### src/rtl/conbus_pkg.sv
`default_nettype none
// +----------------------------------------------------------------------+
// | conbus_pkg                                                           |
// | Shared widths, FSM encoding and clog2 helper for the conbus arbiter. |
// | Revision: 1.0                                                        |
// +----------------------------------------------------------------------+
package conbus_pkg;

  localparam int DW = 16;
  localparam int AW = 16;

  typedef enum logic [1:0] {
    ST_IDLE   = 2'd0,
    ST_ACCESS = 2'd1,
    ST_WAIT   = 2'd2,
    ST_DONE   = 2'd3
  } state_t;

  function automatic int clog2(input int v);
    int r;
    r = 0;
    for (int i = 0; i < 31; i++) begin
      if ((1 << i) < v) r = i + 1;
    end
    return r;
  endfunction

endpackage
`default_nettype wire

### src/rtl/conbus_arb_rr_arbiter.sv
`default_nettype none
// +----------------------------------------------------------------------+
// | rr_arbiter                                                           |
// | Round-robin request arbiter; pointer tracks the last accepted grant. |
// | Revision: 1.0                                                        |
// +----------------------------------------------------------------------+
module rr_arbiter
  import conbus_pkg::*;
#(
  parameter int N_MASTERS = 2
) (
  input  logic                 clk,
  input  logic                 rst,
  input  logic [N_MASTERS-1:0] i_req,
  input  logic                 i_accept,
  output logic [N_MASTERS-1:0] o_gnt
);

  localparam int IW = (N_MASTERS > 1) ? clog2(N_MASTERS) : 1;
  // Pointer resets to the last master so the search begins at master 0.
  localparam logic [IW-1:0] PTR_RST = IW'(N_MASTERS - 1);

  logic [IW-1:0]        r_ptr;
  logic [IW-1:0]        w_idx;
  logic [N_MASTERS-1:0] w_gnt;
  logic                 w_found;
  int                   w_j;

  always_comb begin
    w_gnt   = '0;
    w_idx   = '0;
    w_found = 1'b0;
    w_j     = 0;
    for (int k = 1; k <= N_MASTERS; k++) begin
      w_j = (int'(r_ptr) + k) % N_MASTERS;
      if (!w_found && i_req[w_j[IW-1:0]]) begin
        w_found             = 1'b1;
        w_idx               = w_j[IW-1:0];
        w_gnt[w_j[IW-1:0]]  = 1'b1;
      end
    end
  end

  always_ff @(posedge clk) begin
    if (rst) begin
      r_ptr <= PTR_RST;
    end else if (i_accept && w_found) begin
      r_ptr <= w_idx;
    end
  end

  assign o_gnt = w_gnt;

endmodule
`default_nettype wire

### src/rtl/conbus_arb.sv
`default_nettype none
// +----------------------------------------------------------------------+
// | conbus_arb                                                           |
// | Multi-master to windowed multi-slave bus arbiter with read latency.  |
// | Revision: 1.0                                                        |
// +----------------------------------------------------------------------+
module conbus_arb
  import conbus_pkg::*;
#(
  parameter int                  N_MASTERS = 2,
  parameter int                  N_SLAVES  = 4,
  parameter int                  RD_LAT    = 1,
  parameter logic [N_SLAVES-1:0] SLAVE_EN  = '1
) (
  input  logic                    sys_clk,
  input  logic                    sys_rst,
  input  logic [N_MASTERS-1:0]    m_req,
  input  logic [N_MASTERS-1:0]    m_we,
  input  logic [AW*N_MASTERS-1:0] m_a,
  input  logic [DW*N_MASTERS-1:0] m_wdat,
  output logic [DW-1:0]           m_rdat,
  output logic [N_MASTERS-1:0]    m_ack,
  output logic [AW-1:0]           s_a,
  output logic [DW-1:0]           s_wdat,
  output logic [N_SLAVES-1:0]     s_we,
  input  logic [DW*N_SLAVES-1:0]  s_rdat,
  output logic                    bus_err
);

  localparam int         SEL_W  = clog2(N_SLAVES);
  localparam logic [1:0] LAT_M1 = 2'(RD_LAT - 1);

  state_t               r_state, w_next;
  logic [N_MASTERS-1:0] w_gnt, r_gnt;
  logic [AW-1:0]        r_addr, w_ma;
  logic [DW-1:0]        r_wdat, w_mwd;
  logic                 r_we, w_mwe;
  logic [1:0]           r_cnt;
  logic                 w_accept;
  logic [SEL_W-1:0]     w_sel;
  logic                 w_en;
  logic [DW-1:0]        w_srd;

  assign w_accept = (r_state == ST_IDLE) && (|m_req);
  assign w_sel    = r_addr[AW-1 -: SEL_W];
  assign w_en     = SLAVE_EN[w_sel];
  assign w_srd    = s_rdat[w_sel*DW +: DW];

  rr_arbiter #(
    .N_MASTERS (N_MASTERS)
  ) u_rr_arbiter (
    .clk      (sys_clk),
    .rst      (sys_rst),
    .i_req    (m_req),
    .i_accept (w_accept),
    .o_gnt    (w_gnt)
  );

  always_comb begin
    w_ma  = '0;
    w_mwd = '0;
    w_mwe = 1'b0;
    for (int i = 0; i < N_MASTERS; i++) begin
      if (w_gnt[i]) begin
        w_ma  = m_a[i*AW +: AW];
        w_mwd = m_wdat[i*DW +: DW];
        w_mwe = m_we[i];
      end
    end
  end

  always_ff @(posedge sys_clk) begin
    if (sys_rst) begin
      r_state <= ST_IDLE;
    end else begin
      r_state <= w_next;
    end
  end

  always_comb begin
    w_next = r_state;
    case (r_state)
      ST_IDLE:   if (w_accept) w_next = ST_ACCESS;
      ST_ACCESS: w_next = r_we ? ST_DONE : ST_WAIT;
      ST_WAIT:   if (r_cnt == 2'd0) w_next = ST_DONE;
      ST_DONE:   w_next = ST_IDLE;
      default:   w_next = ST_IDLE;
    endcase
  end

  always_ff @(posedge sys_clk) begin
    if (sys_rst) begin
      r_gnt  <= '0;
      r_addr <= '0;
      r_wdat <= '0;
      r_we   <= 1'b0;
      r_cnt  <= 2'd0;
      m_rdat <= '0;
    end else begin
      if (w_accept) begin
        r_gnt  <= w_gnt;
        r_addr <= w_ma;
        r_wdat <= w_mwd;
        r_we   <= w_mwe;
      end
      if (r_state == ST_ACCESS && !r_we) begin
        r_cnt <= LAT_M1;
      end else if (r_state == ST_WAIT && r_cnt != 2'd0) begin
        r_cnt <= r_cnt - 2'd1;
      end
      // Absent slaves read as zero rather than floating bus data.
      if (r_state == ST_WAIT && r_cnt == 2'd0) begin
        m_rdat <= w_en ? w_srd : '0;
      end
    end
  end

  always_comb begin
    s_we = '0;
    if (r_state == ST_ACCESS) s_we[w_sel] = r_we & w_en;
  end

  assign m_ack   = (r_state == ST_DONE) ? r_gnt : '0;
  assign bus_err = (r_state == ST_DONE) && !w_en;
  assign s_a     = r_addr;
  assign s_wdat  = r_wdat;

endmodule
`default_nettype wire

### config.mk
export PLATFORM = sky130hd
export DESIGN_NAME = conbus_arb
export DESIGN_NICKNAME = d
export VERILOG_FILES = /design/src/rtl/conbus_pkg.sv /design/src/rtl/conbus_arb_rr_arbiter.sv /design/src/rtl/conbus_arb.sv
export SDC_FILE = /design/constraint.sdc
export NUM_CORES = 1
export LEC_CHECK = 0
export ABC_AREA = 1
export CAP_MARGIN = 20
export CORE_ASPECT_RATIO = 1.4
export CORE_MARGIN = 1.5
export CORE_UTILIZATION = 41
export DETAILED_ROUTE_END_ITERATION = 10
export PLACE_DENSITY = 0.88
export SYNTH_ARGS = -nofsm -noshare
export SYNTH_HDL_FRONTEND = slang
export SYNTH_SLANG_ARGS = --single-unit
### constraint.sdc
create_clock -name sys_clk -period 4.1 [get_ports sys_clk]
set_clock_uncertainty 0.05 [all_clocks]
set_input_delay 0.41 -clock sys_clk [delete_from_list [all_inputs] [get_ports sys_clk]]
set_output_delay 0.41 -clock sys_clk [all_outputs]
set_load 0.03 [all_outputs]
==> impl_metrics.xml, run 1 <==
<?xml version="1.0" encoding="UTF-8"?>
<metrics>
  <group name="global_routing">
    <metric name="grt_remaining_overflow" unit="">0</metric>
    <metric name="grt_pass1_wl" unit="um">16500</metric>
    <metric name="grt_max_degree" unit="">48</metric>
    <metric name="antenna_found_initial" unit="">0</metric>
    <metric name="grt_util_all_layers" unit="">0.245</metric>
    <metric name="grt_pass1_vias" unit="">3742</metric>
  </group>
  <group name="setup_path">
    <metric name="cp.arrival" unit="ns">2.64</metric>
    <metric name="timing.rr.start" unit="">r_state[0]</metric>
    <metric name="timing.critical_path.fanout_max" unit="">47</metric>
    <metric name="kind_of_critical_path" unit="">reg -&gt; reg</metric>
    <metric name="cp-start-kind" unit="">register</metric>
    <metric name="cp-end-kind" unit="">register</metric>
    <metric name="setup.worst_path.start" unit="">r_state[0]</metric>
    <metric name="crit_required" unit="ns">4.27</metric>
    <metric name="endpoint_of_the_worst_slack_reg_to_reg_timing_path" unit="">s_wdat[2]</metric>
    <metric name="setup.reg_to_reg.worst_slack" unit="ns">1.63</metric>
    <metric name="r2r.worst_path.cells" unit="">7</metric>
  </group>
  <group name="die">
    <metric name="chipWidth" unit="um">77.7</metric>
    <metric name="floorplan.die_area" unit="um^2">8360</metric>
    <metric name="num_rows" unit="">37</metric>
    <metric name="start_util" unit="">0.430</metric>
    <metric name="top_level_ports" unit="">189</metric>
    <metric name="fp.dieH" unit="um">108</metric>
    <metric name="placeableCoreArea" unit="um^2">7450</metric>
  </group>
  <group name="clock_tree">
    <metric name="tritoncts_num_sinks" unit="">56</metric>
    <metric name="cts_tree" unit="">yes</metric>
    <metric name="cts.htree.levels" unit="">2</metric>
    <metric name="cts.hold.buffers_added" unit="">0</metric>
    <metric name="post_cts_resized" unit="">0</metric>
    <metric name="cts.root.buffer_cell" unit="">clkbuf_8</metric>
    <metric name="cts.reportedPaths.clkPinSlew" unit="ns">0.09</metric>
    <metric name="clock_latency" unit="ns">0.31</metric>
    <metric name="cts_post_setup_buffers_inserted" unit="">0</metric>
    <metric name="maximum_count_of_clock_buffers_along_a_single_path" unit="">2</metric>
    <metric name="tritoncts.num_buffers" unit="">5</metric>
  </group>
  <group name="timing">
    <metric name="fin_crit_sh" unit="">0.603</metric>
    <metric name="fin_tns_setup" unit="ns">0</metric>
    <metric name="timing.fmax" unit="GHz">0.404</metric>
    <metric name="postLayoutSetupSlackWorst" unit="ns">1.63</metric>
    <metric name="finalHoldViolations" unit="">0</metric>
    <metric name="unrepaired_setup_endpoints_after_global_routing" unit="">false</metric>
    <metric name="finalCriticalPeriod" unit="ns">2.47</metric>
    <metric name="report.final.setup_viol" unit="">0</metric>
    <metric name="max-slew-margin-rel" unit="">0.300</metric>
    <metric name="timing.final.max_slew_violations" unit="">0</metric>
    <metric name="max_slew.worst_pin.slew" unit="ns">1.05</metric>
  </group>
  <group name="worst_hold_path">
    <metric name="whs_endpoint" unit="">r_gnt[1]</metric>
    <metric name="worst_hold_startpoint" unit="">r_gnt[1]</metric>
    <metric name="hold_class" unit="">reg -&gt; reg</metric>
    <metric name="whs_path_depth" unit="">2</metric>
  </group>
  <group name="synth">
    <metric name="synth_top_area_cell" unit="">dfxtp_1</metric>
    <metric name="synth-warning-count" unit="">0</metric>
    <metric name="synth.yosys.seq_area_share" unit="">0.350</metric>
    <metric name="post_synth.cell_area_avg" unit="um^2">6.03</metric>
    <metric name="post-synth-top-area-fraction" unit="">0.350</metric>
    <metric name="synth_area_leaders" unit="">dfxtp_1 (35%), nand2_1 (17%), nand3_1 (14%)</metric>
    <metric name="postSynthRegisterBits" unit="">56</metric>
    <metric name="synthCells" unit="">531</metric>
    <metric name="async_reset_ff_frac" unit="">0</metric>
    <metric name="mappedNetlistArea" unit="um^2">3200</metric>
    <metric name="synth_common_cells" unit="">nand2_1 (141), nor2_1 (112), nand3_1 (91)</metric>
    <metric name="synth_top_flop_cell" unit="">dfxtp_1</metric>
    <metric name="yosys.cell_count.top_type" unit="">nand2_1</metric>
    <metric name="synth-edff-count" unit="">0</metric>
    <metric name="yosysUniqueCellTypes" unit="">22</metric>
    <metric name="syn_nets" unit="">670</metric>
  </group>
  <group name="finish">
    <metric name="nFillCells" unit="">623</metric>
    <metric name="utilization" unit="">0.692</metric>
    <metric name="multi_input_area" unit="um^2">1730</metric>
    <metric name="sequential_cell_area" unit="um^2">1120</metric>
    <metric name="post_layout_net_count" unit="">835</metric>
    <metric name="diode_insertion_count_for_antenna_repair" unit="">0</metric>
    <metric name="final-instance-count-excl-fill" unit="">793</metric>
    <metric name="drive_gt1_frac" unit="">0.0216</metric>
    <metric name="layout-area-overhead-vs-synth" unit="%">61.0</metric>
  </group>
  <group name="routing">
    <metric name="dr_total_vias" unit="">3908</metric>
    <metric name="drt_iter0_markers" unit="">150</metric>
    <metric name="ant_nets" unit="">0</metric>
    <metric name="dr_wl_met3" unit="um">1180</metric>
    <metric name="wl_per_cell" unit="um">12.9</metric>
    <metric name="route.detailed.drc" unit="">0</metric>
    <metric name="detailedRoute.firstPassIterationCount" unit="">5</metric>
    <metric name="drt_wl_total" unit="um">10300</metric>
    <metric name="dr.max_layer_used" unit="">met4</metric>
    <metric name="vias_per_cell" unit="">4.93</metric>
    <metric name="wl_met1" unit="um">3770</metric>
    <metric name="routed_length_on_met2" unit="um">5100</metric>
  </group>
  <group name="placement">
    <metric name="globalplace.congestion" unit="">0.786</metric>
    <metric name="post-place-cells" unit="">785</metric>
    <metric name="numPortBuffers" unit="">187</metric>
    <metric name="dp_worst_setup_slack" unit="ns">1.33</metric>
    <metric name="detailedPlacementHpwl" unit="um">7830</metric>
  </group>
  <group name="pwr">
    <metric name="power.leakage" unit="uW">0.00232</metric>
    <metric name="vdd_drop_max" unit="mV">0.276</metric>
    <metric name="power.density_cell_area" unit="nW/um^2">533</metric>
  </group>
  <group name="run">
    <metric name="max_cap_violations" unit="">0</metric>
  </group>
  <group name="outcome">
    <metric name="result_of_the_run" unit="">finished clean</metric>
  </group>
</metrics>
## cells by family (layout without fill, tap and decap cells)
group	after synthesis	count (layout)	share of synthesized area
AND/OR/NAND/NOR	361	361	0.476
flip-flops	56	56	0.350
other	1	1	0.00117
AO/OA/AOI/OAI	26	26	0.0414
buffers and inverters	82	247	0.112
adder cells (fa/ha/maj)	5	5	0.0195
## final cells by class
class | instances | share of cell area
Clock buffer | 6 | 0.0141
Tap cell | 97 | 0.0235
Clock inverter | 1 | 0.000971
Timing Repair Buffer | 191 | 0.373
Inverter | 49 | 0.0357
Multi-Input combinational cell | 393 | 0.335
Sequential cell | 56 | 0.217
## registers in the layout, indices dropped and copies added (netlist names)
register	flops
m_rdat	16
r_cnt	2
r_gnt	2
r_state	2
r_we	1
s_a	16
s_wdat	16
u_rr_arbiter.r_ptr	1
## critical path, cell delays in order (launching register included)
cell     delay (ns)
dfxtp_1        0.36
inv_1          0.11
ha_1           0.52
inv_1          0.21
nor2_4         0.79
nand3_1        0.18
nand2_1        0.12
inv_1          0.04
## per-layer routing
layer | GRT usage | up-vias
met2 | 0.454 | 185
met5 | 0 | -
met4 | 0.0883 | 0
met1 | 0.247 | 1719
li1 | - | 1988
met3 | 0.0890 | 16
## layout by cell type (no fill, tap or decap), drive strengths merged, types with 4 or more instances in the layout
master and count:
clkdlybuf4s50 187, nand2 141, nor2 115, nand3 92
dfxtp 56, inv 49, o21ai 19, nand4 9
a21oi 6, clkbuf 6, ha 5, buf 4
## power breakdown
part	switching, uW	internal [uW]	total (uW)
sequential	110	726	835
combinational	974	651	1630
clock	171	117	288
total	1260	1490	2750
## how the worst max path moves through the flow
stage | end | cells past startpoint | slack (ns)
CTS | r_we | 7 | 1.62
finish | s_wdat[2] | 7 | 1.63
global route | s_wdat[14] | 7 | 1.31
detailed placement | s_a[7] | 6 | 1.33
floorplan | s_we[1] | 2 | 2.13
global placement | s_a[14] | 6 | 1.45
## metrics by stage
stage	total power [uW]	hold slack (ns)	cell area, um^2
after floorplan	1890	0.390	3200
after global placement	2430	0.400	5050
after detailed placement	2470	0.414	5050
after CTS	2760	0.428	5130
after global routing	2970	0.466	5150
final	2750	0.431	5150
(Power assumes the default switching activity.)
==> run 2, diff against run 1 <==
--- a/config.mk
+++ b/config.mk
@@ -9,9 +9,9 @@
 export CAP_MARGIN = 20
 export CORE_ASPECT_RATIO = 1.4
 export CORE_MARGIN = 1.5
-export CORE_UTILIZATION = 41
+export CORE_UTILIZATION = 38
 export DETAILED_ROUTE_END_ITERATION = 10
-export PLACE_DENSITY = 0.88
+export PLACE_DENSITY = 0.83
 export SYNTH_ARGS = -nofsm -noshare
 export SYNTH_HDL_FRONTEND = slang
 export SYNTH_SLANG_ARGS = --single-unit
==> constraint.sdc (replaced) <==
create_clock -name sys_clk -period 2.55 [get_ports sys_clk]
set_clock_uncertainty 0.05 [all_clocks]
set_input_delay 0.255 -clock sys_clk [delete_from_list [all_inputs] [get_ports sys_clk]]
set_output_delay 0.255 -clock sys_clk [all_outputs]
set_load 0.03 [all_outputs]
==> run 2 against run 1 <==
Via count up 1.5%. Hold slack lost 0.014 ns. Final cell count rose by 1.5%. Critical path type is now reg -> out. Largest power group unchanged.
==> impl_metrics.xml, run 2 (same netlist as run 1, synthesis figures left out) <==
<?xml version="1.0" encoding="UTF-8"?>
<metrics>
  <group name="routing">
    <metric name="route.detailed.drc" unit="">0</metric>
    <metric name="vias_per_cell" unit="">4.93</metric>
    <metric name="detailedRoute.firstPassIterationCount" unit="">5</metric>
    <metric name="drt_wl_total" unit="um">10700</metric>
    <metric name="drt_iter0_markers" unit="">109</metric>
    <metric name="wl_per_cell" unit="um">13.3</metric>
    <metric name="dr_total_vias" unit="">3966</metric>
    <metric name="ant_nets" unit="">0</metric>
  </group>
  <group name="finish">
    <metric name="nFillCells" unit="">749</metric>
    <metric name="sequential_cell_area" unit="um^2">1120</metric>
    <metric name="multi_input_area" unit="um^2">1720</metric>
    <metric name="diode_insertion_count_for_antenna_repair" unit="">0</metric>
    <metric name="drive_gt1_frac" unit="">0.0313</metric>
    <metric name="layout-area-overhead-vs-synth" unit="%">64.5</metric>
    <metric name="top_library_cells_by_usage_in_the_layout_fill_and_taps_aside" unit="">clkdlybuf4s50_1 (187), nand2_1 (141), nor2_1 (111), nand3_1 (91), dfxtp_1 (56)</metric>
    <metric name="layout.cells.most_common" unit="">clkdlybuf4s50_1</metric>
    <metric name="post_layout_net_count" unit="">841</metric>
  </group>
  <group name="clock_tree">
    <metric name="cts.reportedPaths.clkPinSlew" unit="ns">0.07</metric>
    <metric name="post_cts_resized" unit="">0</metric>
    <metric name="cts.htree.levels" unit="">2</metric>
    <metric name="cts.root.buffer_cell" unit="">clkbuf_16</metric>
    <metric name="tritoncts_num_sinks" unit="">56</metric>
    <metric name="maximum_count_of_clock_buffers_along_a_single_path" unit="">2</metric>
    <metric name="cts_post_setup_buffers_inserted" unit="">0</metric>
    <metric name="cts.hold.buffers_added" unit="">0</metric>
    <metric name="clock_latency" unit="ns">0.29</metric>
    <metric name="tritoncts.num_buffers" unit="">5</metric>
    <metric name="cts_tree" unit="">yes</metric>
  </group>
  <group name="timing">
    <metric name="finalHoldViolations" unit="">0</metric>
    <metric name="finalCriticalPeriod" unit="ns">2.32</metric>
    <metric name="max_slew.worst_pin.slew" unit="ns">1.01</metric>
    <metric name="timing.fmax" unit="GHz">0.431</metric>
    <metric name="timing.final.max_slew_violations" unit="">0</metric>
    <metric name="max-slew-margin-rel" unit="">0.325</metric>
    <metric name="postLayoutSetupSlackWorst" unit="ns">0.231</metric>
    <metric name="report.final.setup_viol" unit="">0</metric>
    <metric name="unrepaired_setup_endpoints_after_global_routing" unit="">false</metric>
    <metric name="fin_worst_hold_slack" unit="ns">0.417</metric>
    <metric name="fin_tns_setup" unit="ns">0</metric>
    <metric name="fin_crit_sh" unit="">0.910</metric>
  </group>
  <group name="die">
    <metric name="start_util" unit="">0.393</metric>
    <metric name="fp.dieH" unit="um">112</metric>
    <metric name="top_level_ports" unit="">189</metric>
    <metric name="floorplan.die_area" unit="um^2">8990</metric>
    <metric name="chipWidth" unit="um">80.6</metric>
    <metric name="placeableCoreArea" unit="um^2">8150</metric>
    <metric name="num_rows" unit="">39</metric>
  </group>
  <group name="global_routing">
    <metric name="grt_remaining_overflow" unit="">0</metric>
    <metric name="grt_util_all_layers" unit="">0.233</metric>
    <metric name="grt_pass1_wl" unit="um">16700</metric>
    <metric name="antenna_found_initial" unit="">0</metric>
    <metric name="grt_max_degree" unit="">48</metric>
    <metric name="grt_pass1_vias" unit="">3838</metric>
  </group>
  <group name="setup_path">
    <metric name="r2r.worst_path.cells" unit="">8</metric>
    <metric name="setup.worst_path.start" unit="">r_state[1]</metric>
    <metric name="timing.rr.start" unit="">r_state[0]</metric>
    <metric name="setup.reg_to_reg.worst_slack" unit="ns">0.61</metric>
    <metric name="crit_path_max_incr_delay" unit="ns">0.73</metric>
    <metric name="cp_cell_instances" unit="">inv_1, ha_1, nand2_1, nor3_1, clkdlybuf4s50_1</metric>
    <metric name="cp.arrival" unit="ns">2.01</metric>
    <metric name="kind_of_critical_path" unit="">reg -&gt; out</metric>
    <metric name="cp-start-kind" unit="">register</metric>
    <metric name="timing.critical_path.fanout_max" unit="">5</metric>
    <metric name="cp-end-kind" unit="">primary output</metric>
    <metric name="crit_required" unit="ns">2.25</metric>
    <metric name="crit_slowest_cell" unit="">clkdlybuf4s50_1</metric>
  </group>
  <group name="pwr">
    <metric name="power.density_cell_area" unit="nW/um^2">906</metric>
    <metric name="power.leakage" unit="uW">0.00238</metric>
    <metric name="vdd_drop_max" unit="mV">0.519</metric>
  </group>
  <group name="worst_hold_path">
    <metric name="hold_class" unit="">reg -&gt; reg</metric>
    <metric name="worst_hold_startpoint" unit="">r_gnt[1]</metric>
    <metric name="whs_path_depth" unit="">2</metric>
  </group>
  <group name="placement">
    <metric name="dp_worst_setup_slack" unit="ns">0.526</metric>
    <metric name="numPortBuffers" unit="">187</metric>
    <metric name="globalplace.congestion" unit="">0.821</metric>
    <metric name="detailedPlacementHpwl" unit="um">8300</metric>
  </group>
  <group name="run">
    <metric name="max_cap_violations" unit="">0</metric>
  </group>
  <group name="outcome">
    <metric name="result_of_the_run" unit="">finished clean</metric>
  </group>
</metrics>
==> run 2: cell count changes in the layout (fill, tap and decap cells not counted) <==
cell and change:
bufinv_16 +1, clkbuf_8 -5, nor2_2 +1, nor2_4 -1, clkbuf_16 +5, buf_16 -1, buf_4 +7
==> run 2: path summary, 6_finish.rpt <==
check             end
max           s_we[2]
min          r_gnt[1]
max reg2reg   s_a[15]
min reg2reg  r_gnt[1]
==> run 2: metal layers <==
layer	share of wire	track usage	up-vias
met5	0	0	-
met3	0.083	0.0492	33
met1	0.37	0.231	1754
li1	-	-	1999
met2	0.52	0.448	180
met4	0.033	0.0989	0
==> run 2: worst max-delay path: cells and delay by family (launching register included) <==
family	cells	cell delay, ns
buffers and inverters	2	0.84
DFF	1	0.35
and+or+nand+nor	2	0.33
adders and majority gates	1	0.20
==> run 2: layout make-up <==
type / count / share of cell area
inverters: 49 / 0.0349
well taps: 102 / 0.0242
repair buffers: 197 / 0.370
flip-flops and latches: 56 / 0.213
multi-input cells: 393 / 0.327
clock inverters: 2 / 0.00665
clock buffers: 6 / 0.0245
==> run 2: stage by stage <==
stage               power, uW  cells  utilization  instance area [um^2]
floorplan                3040    531            -                  3200
global placement         3930    797        0.626                  5100
detailed placement       4020    797        0.626                  5100
CTS                      4810    805        0.646                  5270
global route             5100    805        0.646                  5270
finish                   4770    805        0.646                  5270
==> run 2: report_power, final <==
part	switching, uW	internal [uW]
logic	1590	1060
registers	179	1170
clock network	316	463
